**src/rtl/dmd_pkg.sv**
```systemverilog
// Shared definitions for the double multiplier driver.
//   dmd_state_e   : driver FSM state encoding
//   QNAN_D        : quiet NaN placed in res_z when a transaction is aborted
//   is_wait_state : true for states guarded by the handshake timeout
package dmd_pkg;

    typedef enum logic [2:0] {
        StIdle,
        StSendA,
        StSendB,
        StWaitZ,
        StResult
    } dmd_state_e;

    localparam logic [63:0] QNAN_D = 64'h7FF8_0000_0000_0000;

    function automatic logic is_wait_state(input dmd_state_e s);
        return (s == StSendA) || (s == StSendB) || (s == StWaitZ);
    endfunction

endpackage

```
**src/rtl/hs_timeout_counter.sv**
```systemverilog
// Handshake wait counter.
// Counts cycles spent waiting for a handshake partner and flags when the
// budget of TIMEOUT cycles is used up.
//   clk     : clock, rising edge
//   rst     : asynchronous active-high reset, clears the count
//   clear   : restart the count from zero (wins over enable)
//   enable  : count one more waiting cycle
//   expired : count has reached TIMEOUT-1
module hs_timeout_counter #(
    parameter int unsigned TIMEOUT = 1024
) (
    input  logic clk,
    input  logic rst,
    input  logic clear,
    input  logic enable,
    output logic expired
);

    localparam int unsigned CW = (TIMEOUT > 1) ? $clog2(TIMEOUT) : 1;
    localparam logic [CW-1:0] LAST = CW'(TIMEOUT - 1);

    logic [CW-1:0] count_q;

    // Saturates at LAST so a caller that lingers cannot wrap back to zero.
    always_ff @(posedge clk or posedge rst) begin
        if (rst) begin
            count_q <= '0;
        end else if (clear) begin
            count_q <= '0;
        end else if (enable && !expired) begin
            count_q <= count_q + CW'(1);
        end
    end

    assign expired = (count_q == LAST);

endmodule

```
**src/rtl/double_mult_driver.sv**
```systemverilog
// Double-precision multiplier driver.
// Accepts an operand pair, feeds A then B to a strobe/ack multiplier, waits
// for the product and presents it as a result with valid/ready. Each wait
// state is bounded by TIMEOUT cycles; on expiry the transaction is aborted
// with res_err set and a quiet NaN as the result.
//   clk, rst                          : clock, async active-high reset
//   op_a, op_b, op_valid, op_ready    : operand pair in
//   input_a, input_a_stb, input_a_ack : operand A to multiplier
//   input_b, input_b_stb, input_b_ack : operand B to multiplier
//   output_z, output_z_stb, output_z_ack : product from multiplier
//   res_z, res_err, res_valid, res_ready : result out
//   txn_count                          : completed transactions (wraps)
module double_mult_driver
    import dmd_pkg::*;
#(
    parameter int unsigned TIMEOUT = 1024,
    parameter int unsigned CNT_W   = 16
) (
    input  logic             clk,
    input  logic             rst,
    input  logic [63:0]      op_a,
    input  logic [63:0]      op_b,
    input  logic             op_valid,
    output logic             op_ready,
    output logic [63:0]      input_a,
    output logic             input_a_stb,
    input  logic             input_a_ack,
    output logic [63:0]      input_b,
    output logic             input_b_stb,
    input  logic             input_b_ack,
    input  logic [63:0]      output_z,
    input  logic             output_z_stb,
    output logic             output_z_ack,
    output logic [63:0]      res_z,
    output logic             res_err,
    output logic             res_valid,
    input  logic             res_ready,
    output logic [CNT_W-1:0] txn_count
);

    dmd_state_e  state_q;
    logic [63:0] b_lat_q;

    logic accept;
    logic a_xfer;
    logic b_xfer;
    logic z_xfer;
    logic in_wait;
    logic wait_clear;
    logic expired;
    logic timed_out;

    // Each stb/ack output is only ever high in its own state, so a transfer
    // flag implies the matching state.
    always_comb begin
        accept     = op_valid && op_ready;
        a_xfer     = input_a_stb && input_a_ack;
        b_xfer     = input_b_stb && input_b_ack;
        z_xfer     = output_z_stb && output_z_ack;
        in_wait    = is_wait_state(state_q);
        wait_clear = accept || a_xfer || b_xfer;
        // A transfer on the expiry edge still completes normally.
        timed_out  = in_wait && expired && !(a_xfer || b_xfer || z_xfer);
    end

    hs_timeout_counter #(
        .TIMEOUT (TIMEOUT)
    ) u_wait (
        .clk     (clk),
        .rst     (rst),
        .clear   (wait_clear),
        .enable  (in_wait),
        .expired (expired)
    );

    always_ff @(posedge clk or posedge rst) begin
        if (rst) begin
            state_q      <= StIdle;
            b_lat_q      <= '0;
            op_ready     <= 1'b1;
            input_a      <= '0;
            input_a_stb  <= 1'b0;
            input_b      <= '0;
            input_b_stb  <= 1'b0;
            output_z_ack <= 1'b0;
            res_z        <= '0;
            res_err      <= 1'b0;
            res_valid    <= 1'b0;
            txn_count    <= '0;
        end else if (timed_out) begin
            input_a_stb  <= 1'b0;
            input_b_stb  <= 1'b0;
            output_z_ack <= 1'b0;
            res_z        <= QNAN_D;
            res_err      <= 1'b1;
            res_valid    <= 1'b1;
            state_q      <= StResult;
        end else begin
            case (state_q)
                StIdle: begin
                    if (accept) begin
                        input_a     <= op_a;
                        b_lat_q     <= op_b;
                        input_a_stb <= 1'b1;
                        op_ready    <= 1'b0;
                        state_q     <= StSendA;
                    end
                end
                StSendA: begin
                    if (a_xfer) begin
                        input_a_stb <= 1'b0;
                        input_b     <= b_lat_q;
                        input_b_stb <= 1'b1;
                        state_q     <= StSendB;
                    end
                end
                StSendB: begin
                    if (b_xfer) begin
                        input_b_stb  <= 1'b0;
                        output_z_ack <= 1'b1;
                        state_q      <= StWaitZ;
                    end
                end
                StWaitZ: begin
                    if (z_xfer) begin
                        res_z        <= output_z;
                        output_z_ack <= 1'b0;
                        res_err      <= 1'b0;
                        res_valid    <= 1'b1;
                        state_q      <= StResult;
                    end
                end
                StResult: begin
                    if (res_valid && res_ready) begin
                        res_valid <= 1'b0;
                        txn_count <= txn_count + CNT_W'(1);
                        op_ready  <= 1'b1;
                        state_q   <= StIdle;
                    end
                end
                default: begin
                    op_ready <= 1'b1;
                    state_q  <= StIdle;
                end
            endcase
        end
    end

endmodule

```
**config.mk**
```make
export PLATFORM = sky130hd
export DESIGN_NAME = double_mult_driver
export DESIGN_NICKNAME = d
export VERILOG_FILES = /design/src/rtl/dmd_pkg.sv /design/src/rtl/hs_timeout_counter.sv /design/src/rtl/double_mult_driver.sv
export SDC_FILE = /design/constraint.sdc
export NUM_CORES = 1
export LEC_CHECK = 0
export BUFFER_PORTS_ARGS = -buffer_cell sky130_fd_sc_hd__buf_2
export CORE_AREA = 2 2 159 161
export CTS_CLUSTER_SIZE = 25
export DETAILED_ROUTE_END_ITERATION = 10
export DIE_AREA = 0 0 161 163
export PLACE_DENSITY = 0.76
export SYNTH_ARGS = -nofsm -noshare
export SYNTH_HDL_FRONTEND = slang
export SYNTH_SLANG_ARGS = --single-unit
```
**constraint.sdc**
```tcl
create_clock -name clk -period 11.8 [get_ports clk]
set_clock_uncertainty 0.2 [all_clocks]
set_input_delay 1.77 -clock clk [delete_from_list [all_inputs] [get_ports clk]]
set_output_delay 1.77 -clock clk [all_outputs]
set_load 0.02 [all_outputs]
```
==> results.rst <==
.. list-table::
   :header-rows: 1

   * - Metric
     - Value
   * - Initial antenna violation count
     - 0
   * - Overall die area
     - 0.0262 sq mm
   * - Die W
     - between 150 and 200 microns
   * - Maximum fanout along the worst path
     - slightly above 70
   * - Main synth FF type
     - dfrtp_1
   * - Count of endpoints failing setup in the final report
     - 0
   * - Fmax achieved
     - 0.256 GHz
   * - Worst endpoint required time
     - 12.03 ns
   * - Routed Antenna Nets
     - 0
   * - I/O pin total
     - 413
   * - Category of the worst setup path launch point
     - input port
   * - Cell type group with the largest total delay on the critical path
     - buffers and inverters
   * - Total global routing overflow
     - 0
   * - Post-cts resize count
     - 0
   * - Clock tree sinks
     - 291
   * - Uppermost routed layer
     - met4
   * - Non-filler instance count after layout
     - approximately 1600
   * - Net total in the final layout
     - 1471
   * - Clock latency at the later pin of the worst-skew pair
     - 0.55 ns
   * - Weighted congestion at the end of routability-driven global placement
     - ~0.83
   * - Final-report max-slew violation count
     - 0
   * - Post-synthesis average cell area
     - 13.3 sq um
   * - Number of global-route vias before repair
     - 8350
   * - Area grow syn2layout
     - 28.0%
   * - Inserted Diodes
     - 0
   * - Slew Limit Headroom
     - 27.1%
   * - Register clock-pin slew on the reported worst setup and hold paths
     - 0.06 ns
   * - CTS tree
     - yes
   * - Detailed placer's ending HPWL
     - about 19000 microns
   * - Minimum clock period after layout
     - 3.90 ns
   * - Wire length of the first global-routing pass
     - 43100 microns
   * - Wirelength per Cell
     - roughly 17 microns
   * - Arrival time at the worst endpoint
     - between 4 and 5 ns
   * - Period utilization
     - between 30% and 40%
   * - Number of vias in the routed layout
     - just over 8000
   * - Sum of negative setup slack
     - 0 ns
   * - Ratio of cells with drive above 1 in the final layout
     - 43.9%
   * - Outcome
     - completed
   * - Worst ir drop on vdd
     - 0.131 mV
   * - Number of synthesized flops with an enable pin
     - 0
   * - Synthesized instance count
     - 862
   * - Routed met2 length
     - approximately 13000 microns
   * - Proportion of synthesized flip-flops having asynchronous set or reset
     - 100%
   * - Largest net degree at the start of global routing
     - between 100 and 150
   * - Yosys cell types
     - 50
   * - Register bit total from synthesis
     - 291
   * - Inserted Clock Buffers
     - 31
   * - Setup repair after global routing missed its margin
     - no
   * - Largest area contributor in the netlist
     - dfrtp_1
   * - Critical path start-end classification
     - in2reg
   * - Library cell used as clock root buffer
     - clkbuf_16
   * - Most area-consuming cells after synthesis
     - dfrtp_1, mux2_1, mux2_2, nand2_1, o21ai_0
   * - Final design utilization
     - 59.5%
   * - Cell Area, Synth
     - 0.0115 sq mm
   * - Area fraction of the dominant cell type after synthesis
     - 63.3%
   * - Vertical die dimension
     - 163 microns
   * - Number of nets in the synthesized netlist
     - 1063
   * - Maximum number of buffers from clock root to sink
     - 3
   * - Count of routing violations after the opening detailed-route iteration
     - 555
   * - Capturing element type of the critical path
     - register
   * - CTS H-tree depth
     - 1
   * - Slack of the worst reg-to-reg path
     - 8.58 ns
   * - Leakage power
     - 8.23 nW
   * - Routed met3 length
     - 2340 microns
   * - Highest-delay cell along the critical path
     - buf_4
   * - Drt pass-1 iters
     - 4
   * - Series of cell instances along the critical path
     - buf_2 > nand2_1 > nor3_4 > buf_4 > buf_4 > mux2_2
   * - Detail-routed via count per cell
     - 5.03
   * - Stage delay of the slowest cell on the critical path
     - ~0.84 ns
   * - Part of the Yosys area used for sequential elements
     - between 60% and 70%
   * - Path class of the lowest-slack min-delay path
     - reg2reg
   * - Count of hold buffers inserted by post-cts repair
     - 0
   * - Total power
     - 1.97 mW
   * - Detailed Route WL
     - 27000 microns
   * - Least-Margin Pin Slew
     - 1.09 ns
   * - # fillers
     - 2029
   * - Core Region
     - roughly 0.025 sq mm
   * - FP Rows
     - 58
   * - Critical path's most frequent cell
     - buf_4
   * - Total number of yosys warnings
     - 0
   * - Final Hold Violating Endpoints
     - 0
   * - DRC errors left
     - 0
   * - WP buf/inv
     - 3
   * - Pwr per Cell Area
     - 134 mW/mm^2
   * - Count of max-cap constraint violations
     - 0
   * - Post-CTS Setup Inserts
     - 0
   * - Wire length the detailed router placed on met1
     - roughly 11000 microns
   * - Effective utilization at floorplan
     - 46.5%
   * - All-layer global routing usage
     - 20.1%
   * - IO Port Bufs
     - 412
   * - Count of placed standard cells including taps
     - 1567
-- flip-flops by register name (all words and copies together) (netlist names) --
register,cells
b_lat_q,64
input_a,64
input_a_stb,1
input_b,64
input_b_stb,1
op_ready,1
output_z_ack,1
res_err,1
res_valid,1
res_z,64
state_q,3
txn_count,16
u_wait.count_q,10
-- final cells by class --
type                       instances  area [sq um]  area share (%)
clock buffer                      47           916            6.24
sequential                       291          7280            49.6
timing repair buffer             420          2120            14.5
multi-input combinational        524          3860            26.3
tap                              330           413            2.81
clock inverter                    10          62.6           0.426
inverter                           2          15.0           0.102
-- Yosys cell counts, drive strengths merged (2+ instances only) --
library cell	count
ha	2
or4	2
xor2	4
nand4	6
clkbuf	9
buf	36
and3	5
nor4	2
nor3	4
a31oi	3
nand2b	2
mux2	192
o31ai	2
or2	3
xnor2	12
a31o	2
nor2b	2
or3	2
and4	5
dfrtp	290
nor2	39
a21oi	21
nand3	14
inv	2
nand2	129
o21ai	57
-- layer usage --
layer  vias to the layer above  track usage [%]
met4                         0             6.53
met3                        60             6.06
met1                      3991             24.6
li1                       3786                -
met2                       339             34.1
met5                         -                0
-- worst paths after layout --
kind / to / cells after the start / start
setup / recovery: b_lat_q[29] / 6 / op_valid
hold / removal: input_a[14] / 1 / input_a[14]
setup reg to reg: b_lat_q[29] / 5 / state_q[1]
hold reg to reg: input_a[14] / 1 / input_a[14]
max in group asynchronous: input_a[63] / 3 / rst
min in group asynchronous: res_z[54] / 2 / rst
-- cell families after synthesis --
family,after synthesis,share of synthesized area [%]
flip-flops,291,63.5
buffers and inverters,47,2.87
adder cells (fa/ha/maj),2,0.218
multiplexers,193,18.9
AND/OR/NAND/NOR,219,8.63
XOR/XNOR,16,1.22
AO/OA/AOI/OAI,94,4.59
-- metrics by stage --
step | hold WS [ns] | worst slack (ns) | instance area [sq um]
3_3_place_gp | 0.254 | 7.36 | 13700
5_1_grt | 0.294 | 7.76 | 14700
3_5_place_dp | 0.263 | 7.33 | 13700
4_1_cts | 0.278 | 7.92 | 14700
2_1_floorplan | 0.252 | 1.80 | 11500
6_report | 0.277 | 7.90 | 14700
-- where the power goes --
group / switching (mW) / internal, mW
registers: 0 / 0.998
logic: 0.0295 / 0.0237
clock network: 0.382 / 0.534
-- layout by cell type, fill, tap and decap left out, types with 12 or more instances in the layout --
cell type,synthesis,routed
clkbuf_16,0,31
nand3_1,14,14
nor2_1,39,39
a21oi_1,21,21
mux2_2,83,83
dfrtp_1,290,290
o21ai_0,52,52
mux2_1,109,109
nand2_1,129,129
xnor2_1,12,12
buf_2,14,412
Note: power is estimated with default switching activity, not from simulation.
